<file path="src/rtl/rr_stream_arbiter.sv">
// rr_stream_arbiter
//   Round-robin N:1 arbiter merging N valid/ready upstream streams onto one
//   registered downstream stream, one beat per cycle. Each output beat is
//   tagged with the index of the requester that supplied it.
//
//   Optional feature macro: RR_ARB_PKT_LOCK_EN
//     Defined   : a requester that wins with m_last = 0 keeps exclusive grant
//                 until its m_last = 1 beat transfers.
//     Undefined : every beat is arbitrated independently. m_last is only
//                 forwarded to s_last.
//
// Ports
//   clk      rising-edge clock
//   rst      synchronous active-low reset
//   m_valid  [N]        per-requester valid
//   m_ready  [N]        per-requester ready (one-hot or zero, combinational)
//   m_data   [N*WIDTH]  requester i at bits [i*WIDTH +: WIDTH]
//   m_last   [N]        per-requester end-of-packet marker
//   s_valid             registered output valid
//   s_ready             downstream ready
//   s_data   [WIDTH]    registered output data
//   s_id     [IDW]      index of the requester that supplied s_data
//   s_last              registered copy of the winner's m_last

module rr_stream_arbiter #(
  parameter int N     = 4,
  parameter int WIDTH = 8,
  parameter int IDW   = $clog2(N)
) (
  input  logic               clk,
  input  logic               rst,
  input  logic [N-1:0]       m_valid,
  output logic [N-1:0]       m_ready,
  input  logic [N*WIDTH-1:0] m_data,
  input  logic [N-1:0]       m_last,
  output logic               s_valid,
  input  logic               s_ready,
  output logic [WIDTH-1:0]   s_data,
  output logic [IDW-1:0]     s_id,
  output logic               s_last
);

  logic [IDW-1:0]   ptr_q;     // last granted requester
  logic [N-1:0]     elig;      // eligible requesters this cycle
  logic             ld;        // output register may load
  logic             found;     // some requester is eligible
  logic [IDW-1:0]   gnt;       // winning requester index
  logic             xfer;      // upstream handshake happens this cycle
  logic [WIDTH-1:0] win_data;
  logic             win_last;

  // The output register can take a beat when empty or being drained.
  assign ld = s_ready | ~s_valid;

`ifdef RR_ARB_PKT_LOCK_EN
  typedef enum logic {UNLOCKED, LOCKED} lock_state_e;

  lock_state_e    state_q, state_d;
  logic [IDW-1:0] lock_id_q, lock_id_d;

  // While locked only the owner may be granted; others stay masked even if
  // the owner momentarily drops m_valid.
  always_comb begin
    elig = m_valid;
    if (state_q == LOCKED) begin
      elig = '0;
      for (int i = 0; i < N; i++) begin
        if (lock_id_q == IDW'(i)) elig[i] = m_valid[i];
      end
    end
  end

  always_comb begin
    state_d   = state_q;
    lock_id_d = lock_id_q;
    case (state_q)
      UNLOCKED: if (xfer && !win_last) begin
        state_d   = LOCKED;
        lock_id_d = gnt;
      end
      LOCKED:   if (xfer && win_last) state_d = UNLOCKED;
      default:  state_d = UNLOCKED;
    endcase
  end

  always_ff @(posedge clk) begin
    if (!rst) begin
      state_q   <= UNLOCKED;
      lock_id_q <= '0;
    end else begin
      state_q   <= state_d;
      lock_id_q <= lock_id_d;
    end
  end
`else
  assign elig = m_valid;
`endif

  // Round-robin search: rotate the eligible set so that bit 0 is ptr+1, take
  // the lowest set bit, then map the offset back to an absolute index.
  // NOTE: every signal driven here gets a default before any conditional
  // assignment, so no path leaves it unassigned and no latch is inferred.
  always_comb begin
    logic [2*N-1:0] dbl;
    logic [N-1:0]   rot;
    int             idx;
    found = 1'b0;
    gnt   = '0;
    idx   = 0;
    dbl   = {elig, elig};
    rot   = N'(dbl >> (int'(ptr_q) + 1));
    for (int i = 0; i < N; i++) begin
      if (!found && rot[i]) begin
        found = 1'b1;
        idx   = int'(ptr_q) + 1 + i;
        if (idx >= N) idx = idx - N;
        gnt   = IDW'(idx);
      end
    end
  end

  // Handshake is gated by rst so m_ready stays low throughout reset.
  assign xfer = rst & ld & found;

  always_comb begin
    m_ready  = '0;
    win_data = '0;
    win_last = 1'b0;
    for (int i = 0; i < N; i++) begin
      if (gnt == IDW'(i)) begin
        m_ready[i] = xfer;
        win_data   = m_data[i*WIDTH +: WIDTH];
        win_last   = m_last[i];
      end
    end
  end

  // NOTE: state uses non-blocking assignments so every register samples the
  // pre-edge values regardless of statement order.
  // NOTE: the data/id/last registers are reset as well because their reset
  // values are visible on the ports, not just a don't-care payload.
  always_ff @(posedge clk) begin
    if (!rst) begin
      s_valid <= 1'b0;
      s_data  <= '0;
      s_id    <= '0;
      s_last  <= 1'b0;
      ptr_q   <= IDW'(N - 1);
    end else if (ld) begin
      if (xfer) begin
        s_valid <= 1'b1;
        s_data  <= win_data;
        s_id    <= gnt;
        s_last  <= win_last;
        ptr_q   <= gnt;
      end else begin
        s_valid <= 1'b0;
      end
    end
  end

endmodule

</file>
<file path="config.mk">
export PLATFORM = sky130hd
export DESIGN_NAME = rr_stream_arbiter
export DESIGN_NICKNAME = d
export VERILOG_FILES = /design/src/rtl/rr_stream_arbiter.sv
export SDC_FILE = /design/constraint.sdc
export NUM_CORES = 1
export LEC_CHECK = 0
export ABC_AREA = 1
export CORE_MARGIN = 2
export CORE_UTILIZATION = 35
export CTS_BUF_LIST = sky130_fd_sc_hd__clkbuf_8 sky130_fd_sc_hd__clkbuf_16
export DETAILED_ROUTE_END_ITERATION = 10
export PLACE_DENSITY = 0.69
export SKIP_CTS_REPAIR_TIMING = 1
export SLEW_MARGIN = 20
export SYNTH_ARGS = -nofsm -noshare
export SYNTH_HDL_FRONTEND = slang
export SYNTH_SLANG_ARGS = --single-unit
</file>
<file path="constraint.sdc">
create_clock -name clk -period 3.05 [get_ports clk]
set_input_delay 0.915 -clock clk [delete_from_list [all_inputs] [get_ports clk]]
set_output_delay 0.915 -clock clk [all_outputs]
set_load 0.05 [all_outputs]
</file>
* Yosys cells after proc, flatten, opt, wreduce, memory -nomap -nowiden
Index checks and enable logic that the tools add are counted.
** Word-level totals
- Flip-flop bits (word level) :: 14
- Input bits :: 43
- Output and inout bits :: 16
- Word-level logic and storage cells :: 58
** Cells by class
- Add/subtract/negate cells :: 8
- Order comparisons :: 4
- Eq/ne operators :: 3
- Shifts and indexed selects :: 1
- Mux-type cells :: 25
- Bitwise logic cells :: 4
- Reductions and logical operators :: 8
** Operator list (number)
- two-way mux 8 bit :: 4
- two-way mux 2 bit :: 8
- two-way mux 1 bit :: 13
- greater-or-equal comparator 4 x 3 -> 1 bit, second input constant :: 3
- adder 3 x 2 -> 4 bit, second input constant :: 2
- >> shifter 8 x 3 -> 4 bit :: 1
- subtractor 2 x 1 -> 2 bit, second input constant :: 4
- adder 3 x 1 -> 4 bit, second input constant :: 1
- == test 2 bit, second input constant :: 2
- adder 2 x 1 -> 3 bit, second input constant :: 1
- greater-or-equal comparator 3 bit, second input constant :: 1
- logical AND 1 bit :: 3
- logical NOT 1 bit :: 3
- bitwise AND 1 bit :: 2
- == test 2 x 1 -> 1 bit, second input constant :: 1
- logical NOT 2 bit :: 1
- AND reduction 2 bit :: 1
- NOT 1 bit :: 1
- bitwise OR 1 bit :: 1

* Longest topological paths before layout
- Depth in word-level cells :: 17
- Gate-level depth with buffers :: 15

* Worst setup path before layout
Ideal clock, no wire load.
- Path type :: in2out
- From :: in m_valid[3]
- To :: out m_ready[0]
- Data arrival time :: 2.695 ns
- Path slack :: -0.560 ns
- Stages on the path :: 8
- Buffers on the path :: 1
- Cells stage by stage :: nand2_1 > nand2_2 > nand2_1 > nand2_2 > nand4_2 > nand3_4 > buf_6 > nor3_1
** On the way
- Longest elaborated chain between the ends :: 13
- Elaborated cells between the ends (all ways) :: 18
** RTL lines
- start: declaration :: line 32 : input logic [N-1:0] m_valid,
- >> shifter 8 x 3 -> 4 bit * :: line 111 : rot = N'(dbl >> (int'(ptr_q) + 1));
- two-way mux 1 bit :: line 113 : if (!found && rot[i]) begin
- logical NOT 1 bit :: line 113
- logical AND 1 bit :: line 113
- two-way mux 1 bit :: line 113
- logical NOT 1 bit :: line 113
- logical AND 1 bit :: line 113
- two-way mux 1 bit :: line 113
- logical NOT 1 bit :: line 113
- logical AND 1 bit :: line 113
- two-way mux 1 bit or two-way mux 2 bit (tied branches) :: line 113
- bitwise AND 1 bit or logical NOT 2 bit (tied branches) :: line 123, 130
- two-way mux 1 bit * :: line 130 : if (gnt == IDW'(i)) begin
- end: declaration :: line 33 : output logic [N-1:0] m_ready,
Every way passes the cells marked *; elsewhere a longest branch is shown, timed or not.

* Worst setup path after layout
- From :: in m_valid[3]
- To :: out m_ready[3]
** On the way
- Longest elaborated chain between the ends :: 13
- Elaborated cells between the ends (all ways) :: 18
** RTL lines (line)
- >> shifter 8 x 3 -> 4 bit * :: 111
- two-way mux 1 bit :: 113
- logical NOT 1 bit :: 113
- logical AND 1 bit :: 113
- two-way mux 1 bit :: 113
- logical NOT 1 bit :: 113
- logical AND 1 bit :: 113
- two-way mux 1 bit :: 113
- logical NOT 1 bit :: 113
- logical AND 1 bit :: 113
- two-way mux 2 bit or two-way mux 1 bit (tied branches) :: 113
- == test 2 bit or bitwise AND 1 bit (tied branches) :: 130, 123
- two-way mux 1 bit * :: 130
Marks and branches as above.

==> metrics.cfg <==
[global_route]
gr-usage-all-layers_pct=17.23
grt_pass1_wl_mm=5.858
antenna_found_initial=0
grt_overflow=0
grt_pass1_vias=1462
grt_max_degree=15

[synth]
ys_types=25
syn_area_um2=1319
synth_top_area_share_pct=21.25
ys_seq_area_share_pct=21.25
synthArstFlopShare_pct=0
yosys_warnings=0
syn-num-nets=259
yosysTopAreaCell=dfxtp_1
synth_top_flop_cell=dfxtp_1
synth_common_cells=67 x nand2_1, 26 x inv_1, 22 x nand3_1, 22 x nor2_1, 15 x nand2_2
synth_area_leaders=dfxtp_1 21%, nand2_1 19%, nand3_1 8.3%
synthCells=216
ys_ff_latch=14
synth_area_per_cell_um2=6.105
yosysMostFrequentCell=nand2_1
synth-edff-count=0

[setup_path]
cp.required_ns=2.13
cp.arrival_ns=2.15
worstPathMaxFanout=4
cp-start-kind=input pin
timing.rr.start=ptr_q[0]$_SDFFE_PN1P_
critPathTopFamily=simple AND/OR/NAND/NOR gates
slowest_stage=nor2_4
cp_num_buf_inv=2
critPathKind=input pin to output pin
rr_endpoint=s_data[4]$_SDFFE_PN0P_
cpMostUsedCell=nand2_1
worstSetupEndpointType=output pin
cp_slowest_stage_delay_ns=0.20
reg2reg_depth=15
r2r_setup_slack_ns=0.81
crit_chain=buf_8, nand2_2, nand2_2, nand2_1, nand2_1, nand2_1, nand2_1, nor2_2, nor2_4, nand2_4, nor2_4, buf_12

[detailed_routing]
initialDrtViolationCount=94
final_antenna_net_count=0
firstDrtPassIters=4
drt-wirelength-per-cell_um=11.00
vias=1599
post_drt_via_cell_ratio=4.595
route.detailed.drc=0
wirelength_mm=3.829

[final_layout]
fillers=317
final_nets=344
area_growth_pct=82.83
postLayoutCoreUtil_pct=66.36
drive_gt1_share_pct=33.33
insertedDiodeCount=0

[run]
maxCapViolCount=0

[die]
start_util_pct=36.29
fp-row-count=22
coreArea_um2=3633
io_pins=59
dieHeight_um=65.39
die_area_um2=4275
die_w_um=65.39

[timing]
period_share_pct=100.6
setup_viol=1
worst_slack_ns=-0.01873
finalHoldViolations=0
worst_pin_slew_ns=0.5483
min_period_ns=3.069
drv_slew=0
fmax_mhz=325.9
fin_skew_ns=0.001188
slew_headroom_pct=63.33
rsz0062_at_grt=yes

[min_path]
hold_path.class=flip-flop to flip-flop
min_from=s_id[1]$_SDFFE_PN0P_
holdPathEnd=s_id[1]$_SDFFE_PN0P_
hold_depth=2

[clock_network]
insertion_delay_ns=0.24
cts_tree=built
cts_buffer_depth=2
cts_max_level=1
cts_sinks=14
clk_pin_slew_ns=0.06
cts_buffers=3
clock-root-buffer=clkbuf_8

[placement]
place_hpwl_mm=2.922
io_buffers=58
gp_congestion=0.8516

[status]
violations=setup timing
status=finished with violations

[power]
p_per_area_nw_per_um2=1283
ir_worst_vdd_mv=0.7386
power.leakage_nw=1.137
power_mw=3.094

[cell type report]
class / instances / area [um^2] / area share, %
clock buffers: 4 / 55.05 / 2.283
inverters: 29 / 108.9 / 4.515
well taps: 48 / 60.06 / 2.491
multi-input cells: 166 / 1044 / 43.28
repair buffers: 87 / 860.8 / 35.70
flip-flops and latches: 14 / 282.8 / 11.73
[cells by family after synthesis]
| logic type | Yosys count | synth area share [%] |
|---|---|---|
| AO/OA/AOI/OAI | 17 | 7.590 |
| XOR/XNOR | 1 | 1.234 |
| buffers and inverters | 36 | 12.90 |
| flip-flops | 14 | 21.25 |
| AND/OR/NAND/NOR | 148 | 57.02 |
[sequential cells by signal, indices dropped and copies added, names as in the netlist]
register,count
ptr_q,2
s_data,8
s_last,1
s_id,2
s_valid,1
[worst max path at each step]
stage / startpoint / to / slack [ns] / cells past startpoint
global placement: m_valid[2] / m_ready[2] / -0.35 / 11
detailed placement: m_valid[2] / m_ready[3] / -0.37 / 12
finish: m_valid[3] / m_ready[3] / -0.02 / 12
CTS: m_valid[2] / m_ready[3] / -0.37 / 12
global route: m_valid[2] / m_ready[3] / -0.09 / 12
floorplan: m_valid[3] / m_ready[0] / 0.06 / 8
[cell usage in the layout, fill, tap and decap left out, drive strengths merged]
cell type / instances
xnor2: 1
nor2: 30
o21ai: 6
nand3: 28
nand4: 4
clkdlybuf4s50: 49
inv: 29
dlymetal6s2s: 1
nand2: 85
clkbuf: 4
nor3: 1
buf: 37
dfxtp: 14
a21oi: 11
[layer usage]
metal | up-vias | GRT usage (%) | share of wire (%)
li1 | 846 | - | -
met1 | 696 | 20.08 | 40
met2 | 51 | 31.51 | 53
met3 | 6 | 3.253 | 4.6
met4 | 0 | 5.469 | 2.4
met5 | - | 0 | 0
[worst min-delay path, delay by kind of cell (launching register included)]
kind / cells / cell delay [ns]
AND/OR/NAND/NOR: 1 / 0.06
AO/OA/AOI/OAI: 1 / 0.05
flip-flops: 1 / 0.32
[per-stage QoR]
| step | setup WS [ns] | cells | setup TNS, ns | hold slack [ns] | cell area (um^2) |
|---|---|---|---|---|---|
| 2_1_floorplan | 0.06044 | 216 | 0 | 0.6165 | 1340 |
| 3_3_place_gp | -0.3509 | 335 | -1.341 | 0.4635 | 2110 |
| 3_5_place_dp | -0.3678 | 335 | -1.399 | 0.4656 | 2110 |
| 4_1_cts | -0.3690 | 339 | -1.417 | 0.4750 | 2165 |
| 5_1_grt | -0.09284 | 348 | -0.2697 | 0.5177 | 2411 |
| 6_report | -0.01873 | 348 | -0.01873 | 0.4746 | 2411 |
[where the power goes]
part | switching, mW | internal [mW] | total, mW
Clock | 0.0674 | 0.114 | 0.182
Combinational | 1.50 | 1.06 | 2.56
Sequential | 0.0831 | 0.272 | 0.356
Total | 1.65 | 1.44 | 3.09
Power figures use the tool's default switching activity.
